$ cat src/rtl/mem_access_stage_pkg.sv
// Shared types and constants for the memory-access pipeline stage.
package mem_access_stage_pkg;

  localparam int unsigned GPR_NUM     = 32;
  localparam int unsigned GPR_ADDR_W  = $clog2(GPR_NUM);
  localparam int unsigned SINGLE_WORD = 32;

  // Load-mode one-hot carried through to write-back for load extraction.
  localparam int unsigned LOAD_SEL = 5;
  localparam int unsigned LS_LB    = 0;
  localparam int unsigned LS_LBU   = 1;
  localparam int unsigned LS_LH    = 2;
  localparam int unsigned LS_LHU   = 3;
  localparam int unsigned LS_LW    = 4;

  // Access-size encodings shared by the pipeline and the data bus.
  localparam logic [1:0] SIZE_BYTE = 2'd0;
  localparam logic [1:0] SIZE_HALF = 2'd1;
  localparam logic [1:0] SIZE_WORD = 2'd2;

  typedef enum logic [1:0] {
    StEmpty = 2'd0,
    StIssue = 2'd1,
    StReady = 2'd2
  } mem_state_e;

endpackage

$ cat src/rtl/store_align.sv
// Store lane steering: byte strobes and replicated write data per access size.
module store_align
  import mem_access_stage_pkg::*;
(
  input  logic [1:0]             size,
  input  logic [1:0]             addr,
  input  logic [SINGLE_WORD-1:0] rt,
  output logic [3:0]             wstrb,
  output logic [SINGLE_WORD-1:0] wdata
);

  // Replicate the source lane so the slave picks bytes purely by strobe.
  always_comb begin
    wstrb = 4'b1111;
    wdata = rt;
    case (size)
      SIZE_BYTE: begin
        wstrb = 4'b0001 << addr;
        wdata = {4{rt[7:0]}};
      end
      SIZE_HALF: begin
        wstrb = 4'b0011 << addr;
        wdata = {2{rt[15:0]}};
      end
      default: begin
        wstrb = 4'b1111;
        wdata = rt;
      end
    endcase
  end

endmodule

$ cat src/rtl/mem_access_stage.sv
// Memory-access stage: holds the EXE result, issues the data-bus address phase
// and hands the instruction to write-back once that phase is accepted.
module mem_access_stage
  import mem_access_stage_pkg::*;
#(
  // Accepted requests still awaiting data_data_ok; legal values are 1 and 2.
  parameter int unsigned MAX_OUTSTANDING = 1
) (
  input  logic                   clk,
  input  logic                   rst,

  input  logic                   EXE_valid_w_i,
  input  logic                   WB_allowin_w_i,
  output logic                   MEM_allowin_w_o,
  output logic                   MEM_valid_w_o,
  input  logic                   flush_w_i,

  input  logic [GPR_ADDR_W-1:0]  EXE_writeNum_i,
  input  logic                   EXE_memReq_i,
  input  logic                   EXE_memWrite_i,
  input  logic [1:0]             EXE_memSize_i,
  input  logic [SINGLE_WORD-1:0] EXE_VAddr_i,
  input  logic [SINGLE_WORD-1:0] EXE_PAddr_i,
  input  logic [SINGLE_WORD-1:0] EXE_finalRes_i,
  input  logic [SINGLE_WORD-1:0] EXE_rtData_i,
  input  logic [LOAD_SEL-1:0]    EXE_loadSel_i,
  input  logic                   EXE_exceptionRisk_i,
  input  logic                   EXE_isDangerous_i,

  output logic [GPR_ADDR_W-1:0]  MEM_writeNum_o,
  output logic                   MEM_exceptionRisk_o,
  output logic                   MEM_memReq_o,
  output logic [SINGLE_WORD-1:0] MEM_VAddr_o,
  output logic                   MEM_isDangerous_o,
  output logic [SINGLE_WORD-1:0] MEM_finalRes_o,
  output logic [SINGLE_WORD-1:0] MEM_rtData_o,
  output logic [1:0]             MEM_alignCheck_o,
  output logic [LOAD_SEL-1:0]    MEM_loadSel_o,
  output logic [GPR_ADDR_W-1:0]  MEM_writeNum_w_o,

  output logic                   data_req,
  output logic                   data_wr,
  output logic [1:0]             data_size,
  output logic [SINGLE_WORD-1:0] data_addr,
  output logic [SINGLE_WORD-1:0] data_wdata,
  output logic [3:0]             data_wstrb,
  input  logic                   data_addr_ok,
  input  logic                   data_data_ok
);

  mem_state_e             state_q;
  logic [1:0]             out_cnt_q;

  logic [SINGLE_WORD-1:0] paddr_q;
  logic                   mem_write_q;
  logic [1:0]             mem_size_q;

  logic                   load_en;
  logic                   clear_en;
  logic                   issue_new;
  logic                   cnt_full;
  logic                   addr_hs;
  logic [3:0]             strb_raw;
  logic [SINGLE_WORD-1:0] wdata_raw;

  assign MEM_allowin_w_o = (state_q == StEmpty) || ((state_q == StReady) && WB_allowin_w_i);
  assign MEM_valid_w_o   = (state_q == StReady);

  assign load_en   = MEM_allowin_w_o && EXE_valid_w_i;
  assign clear_en  = (MEM_allowin_w_o && !EXE_valid_w_i) || flush_w_i;
  // Excepting instructions never touch the bus; they go straight to READY.
  assign issue_new = EXE_memReq_i && !EXE_exceptionRisk_i;
  assign cnt_full  = (out_cnt_q == 2'(MAX_OUTSTANDING));
  assign addr_hs   = data_req && data_addr_ok;

  // Request is a pure function of registered state, so reset drops it at once
  // and it cannot glitch while waiting for addr_ok.
  assign data_req   = (state_q == StIssue) && !cnt_full;
  assign data_addr  = paddr_q;
  assign data_size  = mem_size_q;
  assign data_wr    = mem_write_q;
  assign data_wdata = wdata_raw;
  assign data_wstrb = mem_write_q ? strb_raw : 4'b0000;

  assign MEM_alignCheck_o = MEM_VAddr_o[1:0];
  assign MEM_writeNum_w_o = MEM_writeNum_o;

  store_align u_store_align (
    .size  (mem_size_q),
    .addr  (paddr_q[1:0]),
    .rt    (MEM_rtData_o),
    .wstrb (strb_raw),
    .wdata (wdata_raw)
  );

  // Stage FSM: EMPTY -> ISSUE/READY on load, ISSUE -> READY on addr_ok; flush wins.
  always_ff @(posedge clk or negedge rst) begin
    if (!rst) begin
      state_q <= StEmpty;
    end else if (flush_w_i) begin
      state_q <= StEmpty;
    end else begin
      case (state_q)
        StEmpty: begin
          if (EXE_valid_w_i) state_q <= issue_new ? StIssue : StReady;
        end
        StIssue: begin
          if (addr_hs) state_q <= StReady;
        end
        StReady: begin
          if (WB_allowin_w_i) begin
            if (EXE_valid_w_i) state_q <= issue_new ? StIssue : StReady;
            else               state_q <= StEmpty;
          end
        end
        default: state_q <= StEmpty;
      endcase
    end
  end

  // Outstanding-request counter; accepted requests survive a flush.
  always_ff @(posedge clk or negedge rst) begin
    if (!rst) begin
      out_cnt_q <= 2'd0;
    end else begin
      case ({addr_hs, data_data_ok})
        2'b10:   out_cnt_q <= out_cnt_q + 2'd1;
        2'b01:   if (out_cnt_q != 2'd0) out_cnt_q <= out_cnt_q - 2'd1;
        default: out_cnt_q <= out_cnt_q;
      endcase
    end
  end

  // Stage register: clear beats load so a flush never captures a new instruction.
  always_ff @(posedge clk or negedge rst) begin
    if (!rst) begin
      MEM_writeNum_o      <= '0;
      MEM_exceptionRisk_o <= 1'b0;
      MEM_memReq_o        <= 1'b0;
      MEM_VAddr_o         <= '0;
      MEM_isDangerous_o   <= 1'b0;
      MEM_finalRes_o      <= '0;
      MEM_rtData_o        <= '0;
      MEM_loadSel_o       <= '0;
      paddr_q             <= '0;
      mem_write_q         <= 1'b0;
      mem_size_q          <= 2'd0;
    end else if (clear_en) begin
      MEM_writeNum_o      <= '0;
      MEM_exceptionRisk_o <= 1'b0;
      MEM_memReq_o        <= 1'b0;
      MEM_VAddr_o         <= '0;
      MEM_isDangerous_o   <= 1'b0;
      MEM_finalRes_o      <= '0;
      MEM_rtData_o        <= '0;
      MEM_loadSel_o       <= '0;
      paddr_q             <= '0;
      mem_write_q         <= 1'b0;
      mem_size_q          <= 2'd0;
    end else if (load_en) begin
      MEM_writeNum_o      <= EXE_writeNum_i;
      MEM_exceptionRisk_o <= EXE_exceptionRisk_i;
      MEM_memReq_o        <= EXE_memReq_i;
      MEM_VAddr_o         <= EXE_VAddr_i;
      MEM_isDangerous_o   <= EXE_isDangerous_i;
      MEM_finalRes_o      <= EXE_finalRes_i;
      MEM_rtData_o        <= EXE_rtData_i;
      MEM_loadSel_o       <= EXE_loadSel_i;
      paddr_q             <= EXE_PAddr_i;
      mem_write_q         <= EXE_memWrite_i;
      mem_size_q          <= EXE_memSize_i;
    end
  end

endmodule

$ cat config.mk
export PLATFORM = sky130hd
export DESIGN_NAME = mem_access_stage
export DESIGN_NICKNAME = d
export VERILOG_FILES = /design/src/rtl/mem_access_stage_pkg.sv /design/src/rtl/store_align.sv /design/src/rtl/mem_access_stage.sv
export SDC_FILE = /design/constraint.sdc
export NUM_CORES = 1
export LEC_CHECK = 0
export CAP_MARGIN = 20
export CORE_MARGIN = 1
export CORE_UTILIZATION = 25
export CTS_BUF_LIST = sky130_fd_sc_hd__clkbuf_8
export DETAILED_ROUTE_END_ITERATION = 7
export GPL_ROUTABILITY_DRIVEN = 0
export SETUP_SLACK_MARGIN = 0.5
export SLEW_MARGIN = 10
export SYNTH_ARGS = -nofsm -noshare
export SYNTH_HDL_FRONTEND = slang
export SYNTH_SLANG_ARGS = --single-unit
$ cat constraint.sdc
create_clock -name clk -period 1.9 [get_ports clk]
set_input_delay 0.38 -clock clk [delete_from_list [all_inputs] [get_ports clk]]
set_output_delay 0.38 -clock clk [all_outputs]
set_load 0.03 [all_outputs]
==> impl_results.md <==
- Post-synth ARST share: 100%
- Vias in the first global route: about 5400
- Max stage delay on crit path: approximately 0.46 ns
- Routed wire length per instance: 18.7 um
- CTS sink cnt: 148
- Synthesized net count: 637
- Critical Path RT: 1.52 ns
- Die width: 158 um
- Area Overhead vs Synth: 97.4%
- Placed cells: approximately 1100
- Post-synth top area cell: dfrtp_1
- DR pass1 iterations: 4
- Status: complete, but fails checks
- Crit-path cells: nor2_4 > buf_6 > mux2_4 > buf_6
- H-tree lvl count: 4
- Total GRT Usage: 16.9%
- Final std cells w/o fill: roughly 1200
- EDFF count, synth: 0
- Worst setup margin: -0.139 ns
- Yosys cell types: 28
- Hold crit path type: primary input to async pin
- Top-area cell type share of the netlist area: between 60 and 70%
- Slew of the pin with the lowest slew margin: 0.477 ns
- CTS Buffer Depth: 2
- Die area: about 25000 um2
- Post-Syn Instances: roughly 480
- Crit path buffers/inverters: 2
- Site row count: 56
- Initial Utilization: 25.8%
- Hpwl dp: 15200 um
- Proportion of synthesized chip area in sequential cells: 60.6%
- Core Util, Final: 50.9%
- Commonest non-fill, non-tap cell in the layout: buf_6
- CTS clk-pin slew, worst paths: 0.10 ns
- Max-slew violations: 0
- Max IR drop VDD: 0.413 mV
- YS warnings: 0
- Delay-heaviest family, CP: flip-flops
- Clock Latency Late Sink: between 0.4 and 0.5 ns
- Ys flop type: dfrtp_1
- Number of CTS-inserted buffers: 17
- Share of layout cells above drive strength 1: 44.2%
- Power per Cell Area: about 710 nW/um2
- Drt via density: about 4.5
- DP Area: 10100 um2
- Number of remaining DRC errors: 0
- ANT nets after route: 0
- Syn avg cell area: 12.6 um2
- Leak: 5.62 nW
- Arrival time worst endpoint: 1.66 ns
- Failing checks: setup timing
- Min Tclk post-route: 2.04 ns
- RSZ-0062 raised after global routing: yes
- Initial antenna violation count: 0
- Worst slew margin: 68.2%
- Slowest CP cell: dfrtp_2
- Startpoint class of the critical path: flip-flop
- Largest net degree at the start of global routing: 42
- Period utilisation layout: 107%
- Ranking of synthesized cells by area: dfrtp_1, a22o_1, mux2i_1
- Critical Path Most Common Cell: buf_6
- Fin area: 12100 um2
- Worst Skew: ~0.017 ns
- Max-cap viol count: 0
- Nets: between 1000 and 1500
- Most frequent cells in the layout: buf_6, clkdlybuf4s50_1, dfrtp_1
- Final setup violation count: 21
- Crit. End Element: primary output
- Port Buf Inserts: 340
- Detailed Route WL: 23300 um
- IO Count: 341
- First-pass GRT wire length: about 31000 um
- CTS tree: yes
- Vias: 5578
- Setup TNS: -1.48 ns
- #FFs+latches synth: ~150
- Tot Pwr: 0.00853 W
- Max Clock Freq: 0.491 GHz
- Post-synthesis instance area: between 6000 and 7000 um2
- Antenna fix cells: 0
- Die H: between 150 and 200 um
- Drt first-iter violations: 298
- Root buffer cell: clkbuf_8
- Final hold violations: 0
- Core Region: 23700 um2
- Maximum fanout along the worst path: 5
- Crit Path Class: flip-flop to primary output
- Overflow after GRT: 0
Yosys cell counts (all sizes together) (3+ instances only):
cell type / number
a21oi: 4
o21ai: 15
dfrtp: 148
mux2i: 37
inv: 32
nor2b: 4
nand2: 40
clkbuf: 13
o21a: 3
mux2: 11
a22o: 117
buf: 38
nor2: 5
nand2b: 4
flip-flops by register name (all words and copies together), names as in the netlist:
register,flops
MEM_loadSel_o,5
data_addr,32
state_q,2
data_size,2
MEM_exceptionRisk_o,1
out_cnt_q,2
MEM_finalRes_o,32
MEM_VAddr_o,32
data_wr,1
MEM_writeNum_o,5
MEM_rtData_o,32
MEM_memReq_o,1
MEM_isDangerous_o,1
metal layers:
layer | track usage [%] | wire, um | vias to the layer above | part of all wire (%)
li1 | - | - | 2588 | -
met1 | 20.2 | 9550 | 2744 | 41
met2 | 28.7 | 11800 | 234 | 51
met3 | 5.88 | 1810 | 12 | 7.8
met4 | 4.35 | 184 | 0 | 0.79
met5 | 0 | 0 | - | 0
path summary, 6_finish.rpt:
check	slack, ns	from	endpoint	cells past startpoint
max	-0.14	data_size[1]	data_wdata[13]	4
min	0.45	rst	MEM_rtData_o[18]	2
max reg2reg	0.27	state_q[1]	data_addr[16]	8
min reg2reg	0.54	MEM_finalRes_o[14]	MEM_finalRes_o[14]	1
max in group asynchronous	0.83	rst	data_addr[1]	3
min in group clk	0.47	EXE_PAddr_i[11]	data_addr[11]	3
kinds of logic (layout without fill, tap and decap cells):
family	Yosys count	after routing	synth area share (%)
multiplexers	48	48	8.09
AND/OR/NAND/NOR	58	58	4.20
flip-flops	148	148	60.6
buffers and inverters	83	526	7.17
AO/OA/AOI/OAI	144	144	19.3
XOR/XNOR	1	1	0.143
adder cells (fa/ha/maj)	2	2	0.410
power by group:
part	total (W)	internal, W	switching, W
combinational	0.00247	0.00132	0.00115
sequential	0.00352	0.00333	0.000181
clock	0.00254	0.00110	0.00144
total	0.00853	0.00576	0.00277
timing repair:
item                                   4_1_cts  5_1_grt
gates resized for setup                   1206       76
setup buffers                               31       33
endpoints found under the hold margin       36        0
hold buffers                                 1        0
pin swaps                                   68       67
gates cloned                                 5       11
setup endpoints to repair                  325      337
stage by stage:
step / hold WS [ns] / setup WS, ns
floorplan: 0.0844 / 0.295
detailed placement: 0.350 / 0.00252
finish: 0.455 / -0.139
global placement: 0.351 / 0.0161
global route: 0.427 / -0.219
CTS: 0.411 / -0.143
final cells by class:
type                       instances  area (um2)
fill                            2099       11600
timing repair buffer             462        5200
sequential                       148        3720
multi-input combinational        253        2220
tap                              319         399
clock buffer                      17         234
clock inverter                    15         155
inverter                          32         124
No activity file was read; power rests on OpenSTA's default activity.
